`src/rtl/button_debounce_pulse.sv`:
```
// Push-button conditioner: two-flop synchronizer, stability-qualified FSM,
// registered debounced level plus one-cycle press/release pulses.
module button_debounce_pulse #(
    parameter int STABLE_CYCLES = 4,
    parameter int CNT_W         = 20
) (
    input  logic clk,
    input  logic rst,
    input  logic btn_raw,
    output logic btn_level,
    output logic btn_pulse,
    output logic btn_release
);

    typedef enum logic [1:0] {
        IDLE,
        PRESS_CHK,
        HELD,
        RELEASE_CHK
    } state_t;

    localparam logic [CNT_W-1:0] CNT_MAX = CNT_W'(STABLE_CYCLES - 1);

    state_t           state;
    state_t           state_nx;
    logic [CNT_W-1:0] cnt;
    logic [CNT_W-1:0] cnt_nx;
    logic             sync_0;
    logic             sync_1;

    always_ff @(posedge clk) begin
        if (rst) begin
            sync_0 <= 1'b0;
            sync_1 <= 1'b0;
        end else begin
            sync_0 <= btn_raw;
            sync_1 <= sync_0;
        end
    end

    always_comb begin
        state_nx = state;
        cnt_nx   = cnt;
        unique case (state)
            IDLE: begin
                if (sync_1) begin
                    state_nx = PRESS_CHK;
                    cnt_nx   = '0;
                end
            end
            PRESS_CHK: begin
                if (!sync_1) begin
                    state_nx = IDLE;
                    cnt_nx   = '0;
                end else if (cnt == CNT_MAX) begin
                    state_nx = HELD;
                    cnt_nx   = '0;
                end else begin
                    cnt_nx = cnt + CNT_W'(1);
                end
            end
            HELD: begin
                if (!sync_1) begin
                    state_nx = RELEASE_CHK;
                    cnt_nx   = '0;
                end
            end
            RELEASE_CHK: begin
                if (sync_1) begin
                    state_nx = HELD;
                    cnt_nx   = '0;
                end else if (cnt == CNT_MAX) begin
                    state_nx = IDLE;
                    cnt_nx   = '0;
                end else begin
                    cnt_nx = cnt + CNT_W'(1);
                end
            end
        endcase
    end

    // Outputs are registered from the next state so they change together
    // with the state register.
    always_ff @(posedge clk) begin
        if (rst) begin
            state       <= IDLE;
            cnt         <= '0;
            btn_level   <= 1'b0;
            btn_pulse   <= 1'b0;
            btn_release <= 1'b0;
        end else begin
            state       <= state_nx;
            cnt         <= cnt_nx;
            btn_level   <= (state_nx == HELD) || (state_nx == RELEASE_CHK);
            btn_pulse   <= (state == PRESS_CHK) && (state_nx == HELD);
            btn_release <= (state == RELEASE_CHK) && (state_nx == IDLE);
        end
    end

endmodule

```
`config.mk`:
```
export PLATFORM = sky130hd
export DESIGN_NAME = button_debounce_pulse
export DESIGN_NICKNAME = d
export VERILOG_FILES = /design/src/rtl/button_debounce_pulse.sv
export SDC_FILE = /design/constraint.sdc
export NUM_CORES = 1
export LEC_CHECK = 0
export ABC_CLOCK_PERIOD_IN_PS = 2250
export CORE_MARGIN = 4
export CORE_UTILIZATION = 53
export CTS_CLUSTER_SIZE = 40
export DETAILED_ROUTE_END_ITERATION = 16
export PLACE_DENSITY_LB_ADDON = 0.3
export SKIP_CTS_REPAIR_TIMING = 1
export SLEW_MARGIN = 20
export SYNTH_ARGS = -nofsm -noshare
export SYNTH_HDL_FRONTEND = slang
export SYNTH_SLANG_ARGS = --single-unit
```
`constraint.sdc`:
```
create_clock -name clk -period 2.25 [get_ports clk]
set_clock_uncertainty 0.1 [all_clocks]
set_input_delay 0.45 -clock clk [delete_from_list [all_inputs] [get_ports clk]]
set_output_delay 0.45 -clock clk [all_outputs]
set_load 0.01 [all_outputs]
```
# Word level (Yosys, flattened, before mapping)
# Index checks and enable logic that the tools add are counted.
# classes
n_reduce_logical,6
n_addsub,1
mux,13
n_eq_ne,8
# op_table
op,n
20-bit 2-to-1 mux,5
20-bit case mux with 4 select lines,1
20-bit by 1-bit adder with 20-bit output (second input constant),1
20-bit by 2-bit == test with 1-bit output (second input constant),1
2-bit 2-to-1 mux,6
2-bit == test (second input constant),4
2-bit case mux with 4 select lines,1
2-bit logical NOT,2
2-bit inequality test (second input constant),2
2-bit by 1-bit == test with 1-bit output (second input constant),1
1-bit logical AND,2
2-bit AND reduction,1
1-bit logical OR,1
# word_totals
out_inout_bits,3
ff_bits,27
inputBits,3

# Longest topological paths before layout
# logic_depth
word_depth,6
mapped_depth,7
depth_no_buf,6

# Worst setup path before layout
# Ideal clock, no wire load.
# synth_path
kind,register to register
start,register cnt[7]
end,register cnt[19]
path_slack_ns,0.537
setup_ns,0.125
n_path_buf,2
arrival_time_ns,1.488
path_stages_with_launch,8
cell_sequence,dfxtp_1 buf_6 or4_4 nor2_4 a21oi_4 buf_6 a31oi_1 a31oi_1
# synth_between
elab_chain_cells,4
elab_cells_between_ends,6
classes_between,1 x add/sub; 1 x eq/ne; 4 x mux
# synth_rtl
element,line_no,source
start: declaration,26,logic [CNT_W-1:0] cnt;
start signal: assignment,93,cnt <= cnt_nx;
20-bit by 1-bit adder with 20-bit output or 20-bit by 2-bit == test with 1-bit output (tied branches),n/a,
20-bit 2-to-1 mux (*),"55, 72",
"20-bit 2-to-1 mux, on equally long branches","69, 52",
20-bit case mux with 4 select lines (*),44,unique case (state)
# Every way passes the cells marked *; elsewhere a longest branch is shown, timed or not.
# A chain may end at the register's enable or synchronous reset.

# Worst setup path after layout
# layout_path
start,register cnt[0]
end,register cnt[9]
# Same word-level chain as after synthesis.

==> results.sh <==
export IMPL_cts_tree="yes"
export IMPL_grt_pass1_wl_um=5380
export IMPL_leakage_nw=0.537
export IMPL_yosysSeqAreaShare=0.370
export IMPL_hold_class="flip-flop to flip-flop"
export IMPL_num_vias=1314
export IMPL_hpwl_um=2320
export IMPL_syn_instance_count=166
export IMPL_nets=175
export IMPL_diodes=0
export IMPL_async_reset_ff_frac=0
export IMPL_tns_ps=0
export IMPL_maxCapViolCount=0
export IMPL_clock_latency_ps=340
export IMPL_cts_sinks=27
export IMPL_period_needed_ps=2040
export IMPL_fillers=221
export IMPL_cts_inserted_buffers=3
export IMPL_clk_pin_slew_ps=150
export IMPL_wl_um=3190
export IMPL_firstDrtPassIters=4
export IMPL_cpLargestDelayFamily="simple AND/OR/NAND/NOR gates"
export IMPL_antenna_left=0
export IMPL_startpoint_type="flip-flop"
export IMPL_fp_row_count=18
export IMPL_tightestPinTransition_ps=710
export IMPL_max_freq_mhz=491
export IMPL_ys_seq_elements=27
export IMPL_start_util=0.573
export IMPL_antenna_found_initial=0
export IMPL_cts_max_level=1
export IMPL_rsz0062_at_grt="no"
export IMPL_routed_via_density=6.57
export IMPL_drt_iter0_markers=87
export IMPL_synth_edff_count=0
export IMPL_power_density_mw_per_mm2=479
export IMPL_slowest_delay_ps=410
export IMPL_drv_slew=0
export IMPL_die_width_um=60.5
export IMPL_die_y_um=60.5
export IMPL_synthesis_nets=170
export IMPL_grt_pass1_vias=1145
export IMPL_worstPathMaxFanout=23
export IMPL_slew_headroom=0.523
export IMPL_critPathKind="flip-flop to flip-flop"
export IMPL_slowest_stage="dfxtp_1"
export IMPL_cp_required_ps=2390
export IMPL_synthTopCellsByArea="dfxtp_1 (37%), nand3_1 (4.8%), a31oi_1 (3.4%)"
export IMPL_fin_crit_sh=0.905
export IMPL_grt_usage=0.196
export IMPL_port_buffer_count=5
export IMPL_ir_drop_mv=0.436
export IMPL_syn_avg_cell_area_um2=8.79
export IMPL_clock_path_buffers=2
export IMPL_drc_errors=0
export IMPL_status="finished clean"
export IMPL_fin_cells=200
export IMPL_pin_count=6
export IMPL_grt_max_degree=24
export IMPL_placed_area_mm2=0.00151
export IMPL_synth_cell_types=43
export IMPL_coreArea_mm2=0.00254
export IMPL_drive_gt1_frac=0.135
export IMPL_hold_violations=0
export IMPL_synth_largest_area_cell="dfxtp_1"
export IMPL_syn_cell_area_mm2=0.00146
export IMPL_cp_arrival_ps=2180
export IMPL_cts_root_buf="clkbuf_4"
export IMPL_end_kind="flip-flop"
export IMPL_wl_per_cell_um=16.0
export IMPL_synth_top_cell_area_share=0.370
export IMPL_area_delta_synth_final_pct=5.83
export IMPL_fin_area_mm2=0.00154
export IMPL_dp_cells=196
export IMPL_fp_dieArea_mm2=0.00366
export IMPL_ys_warn_count=0
export IMPL_critPathBufInv=1
export IMPL_place_congestion=0.914
export IMPL_finalSetupViolCount=0
export IMPL_fin_util=0.607
export IMPL_grt_remaining_overflow=0
export IMPL_worstPathCellList="ha_1, nor4b_1, and3_2, a21oi_4, buf_4, a41oi_1, a31oi_1"
export IMPL_ys_flop_type="dfxtp_1"
## final cells by class
class	count	area (um2)	area share
clock buffer	3	22.5	0.0146
clock inverter	1	7.51	0.00486
inverter	3	11.3	0.00729
multi-input combinational	124	822	0.532
sequential	27	541	0.350
tap	30	37.5	0.0243
timing repair buffer	12	103	0.0665
## through the flow
stage,setup slack [ps],total power [mW],hold WS [ps]
2_1_floorplan,537,0.510,314
3_3_place_gp,328,0.523,337
3_5_place_dp,210,0.524,367
4_1_cts,240,0.738,388
5_1_grt,1.16,0.763,410
6_report,214,0.740,382
## logic make-up after synthesis
kind of cell / count (synthesis) / share of synthesized area
compound gates: 33 / 0.158
xor+xnor: 5 / 0.0352
fa+ha+maj: 1 / 0.00857
buf+inv: 15 / 0.0660
flops: 27 / 0.370
mux: 4 / 0.0274
simple gates: 81 / 0.334
## cells in the mapped netlist, types with 2 or more instances
| cell | instances |
|---|---|
| a21oi_1 | 7 |
| a22oi_1 | 3 |
| a31oi_1 | 8 |
| a41oi_1 | 2 |
| and3_1 | 5 |
| buf_2 | 4 |
| buf_6 | 4 |
| clkbuf_1 | 2 |
| dfxtp_1 | 27 |
| inv_1 | 3 |
| mux2i_1 | 4 |
| nand2_1 | 13 |
| nand3_1 | 14 |
| nand4_1 | 7 |
| nor2_1 | 13 |
| nor2b_1 | 2 |
| nor3_1 | 5 |
| nor3b_1 | 2 |
| nor4_1 | 6 |
| nor4b_1 | 4 |
| o21ai_0 | 5 |
| or4_4 | 3 |
| xnor2_1 | 3 |
## cell usage in the layout, fill, tap and decap left out, types with 5 or more instances in the layout
cell type / n
a31oi_1: 8
dfxtp_1: 27
nand4_1: 7
buf_4: 7
nor2_1: 13
nand2_1: 13
nor4_1: 6
a21oi_1: 7
nand3_1: 14
and3_1: 5
clkdlybuf4s50_1: 5
o21ai_0: 5
nor3_1: 5
## layer usage
layer,track usage,vias to the layer above,routed length [um]
li1,-,634,-
met1,0.265,629,1480
met2,0.307,47,1500
met3,0.0277,4,171
met4,0.0929,0,46
met5,0,-,0
## state kept, by name, summed over array words and instances (netlist names)
signal / count
sync_0: 1
cnt: 20
btn_pulse: 1
btn_level: 1
btn_release: 1
state: 2
sync_1: 1
## report_power, final
group / internal (mW) / total [mW] / leakage (nW) / switching (mW)
Sequential: 0.481 / 0.483 / 0.218 / 0.00214
Clock: 0.0684 / 0.226 / 0.0139 / 0.158
Combinational: 0.0115 / 0.0309 / 0.305 / 0.0194
Total: 0.561 / 0.740 / 0.537 / 0.179
## final timing paths
| kind | startpoint | end | slack, ps | depth (start not counted) |
|---|---|---|---|---|
| max | cnt[0] | cnt[9] | 210 | 7 |
| min | sync_0 | sync_1 | 380 | 1 |
| max reg2reg | cnt[0] | cnt[9] | 210 | 7 |
| min reg2reg | sync_0 | sync_1 | 380 | 1 |
Note: power is estimated with default switching activity, not from simulation.
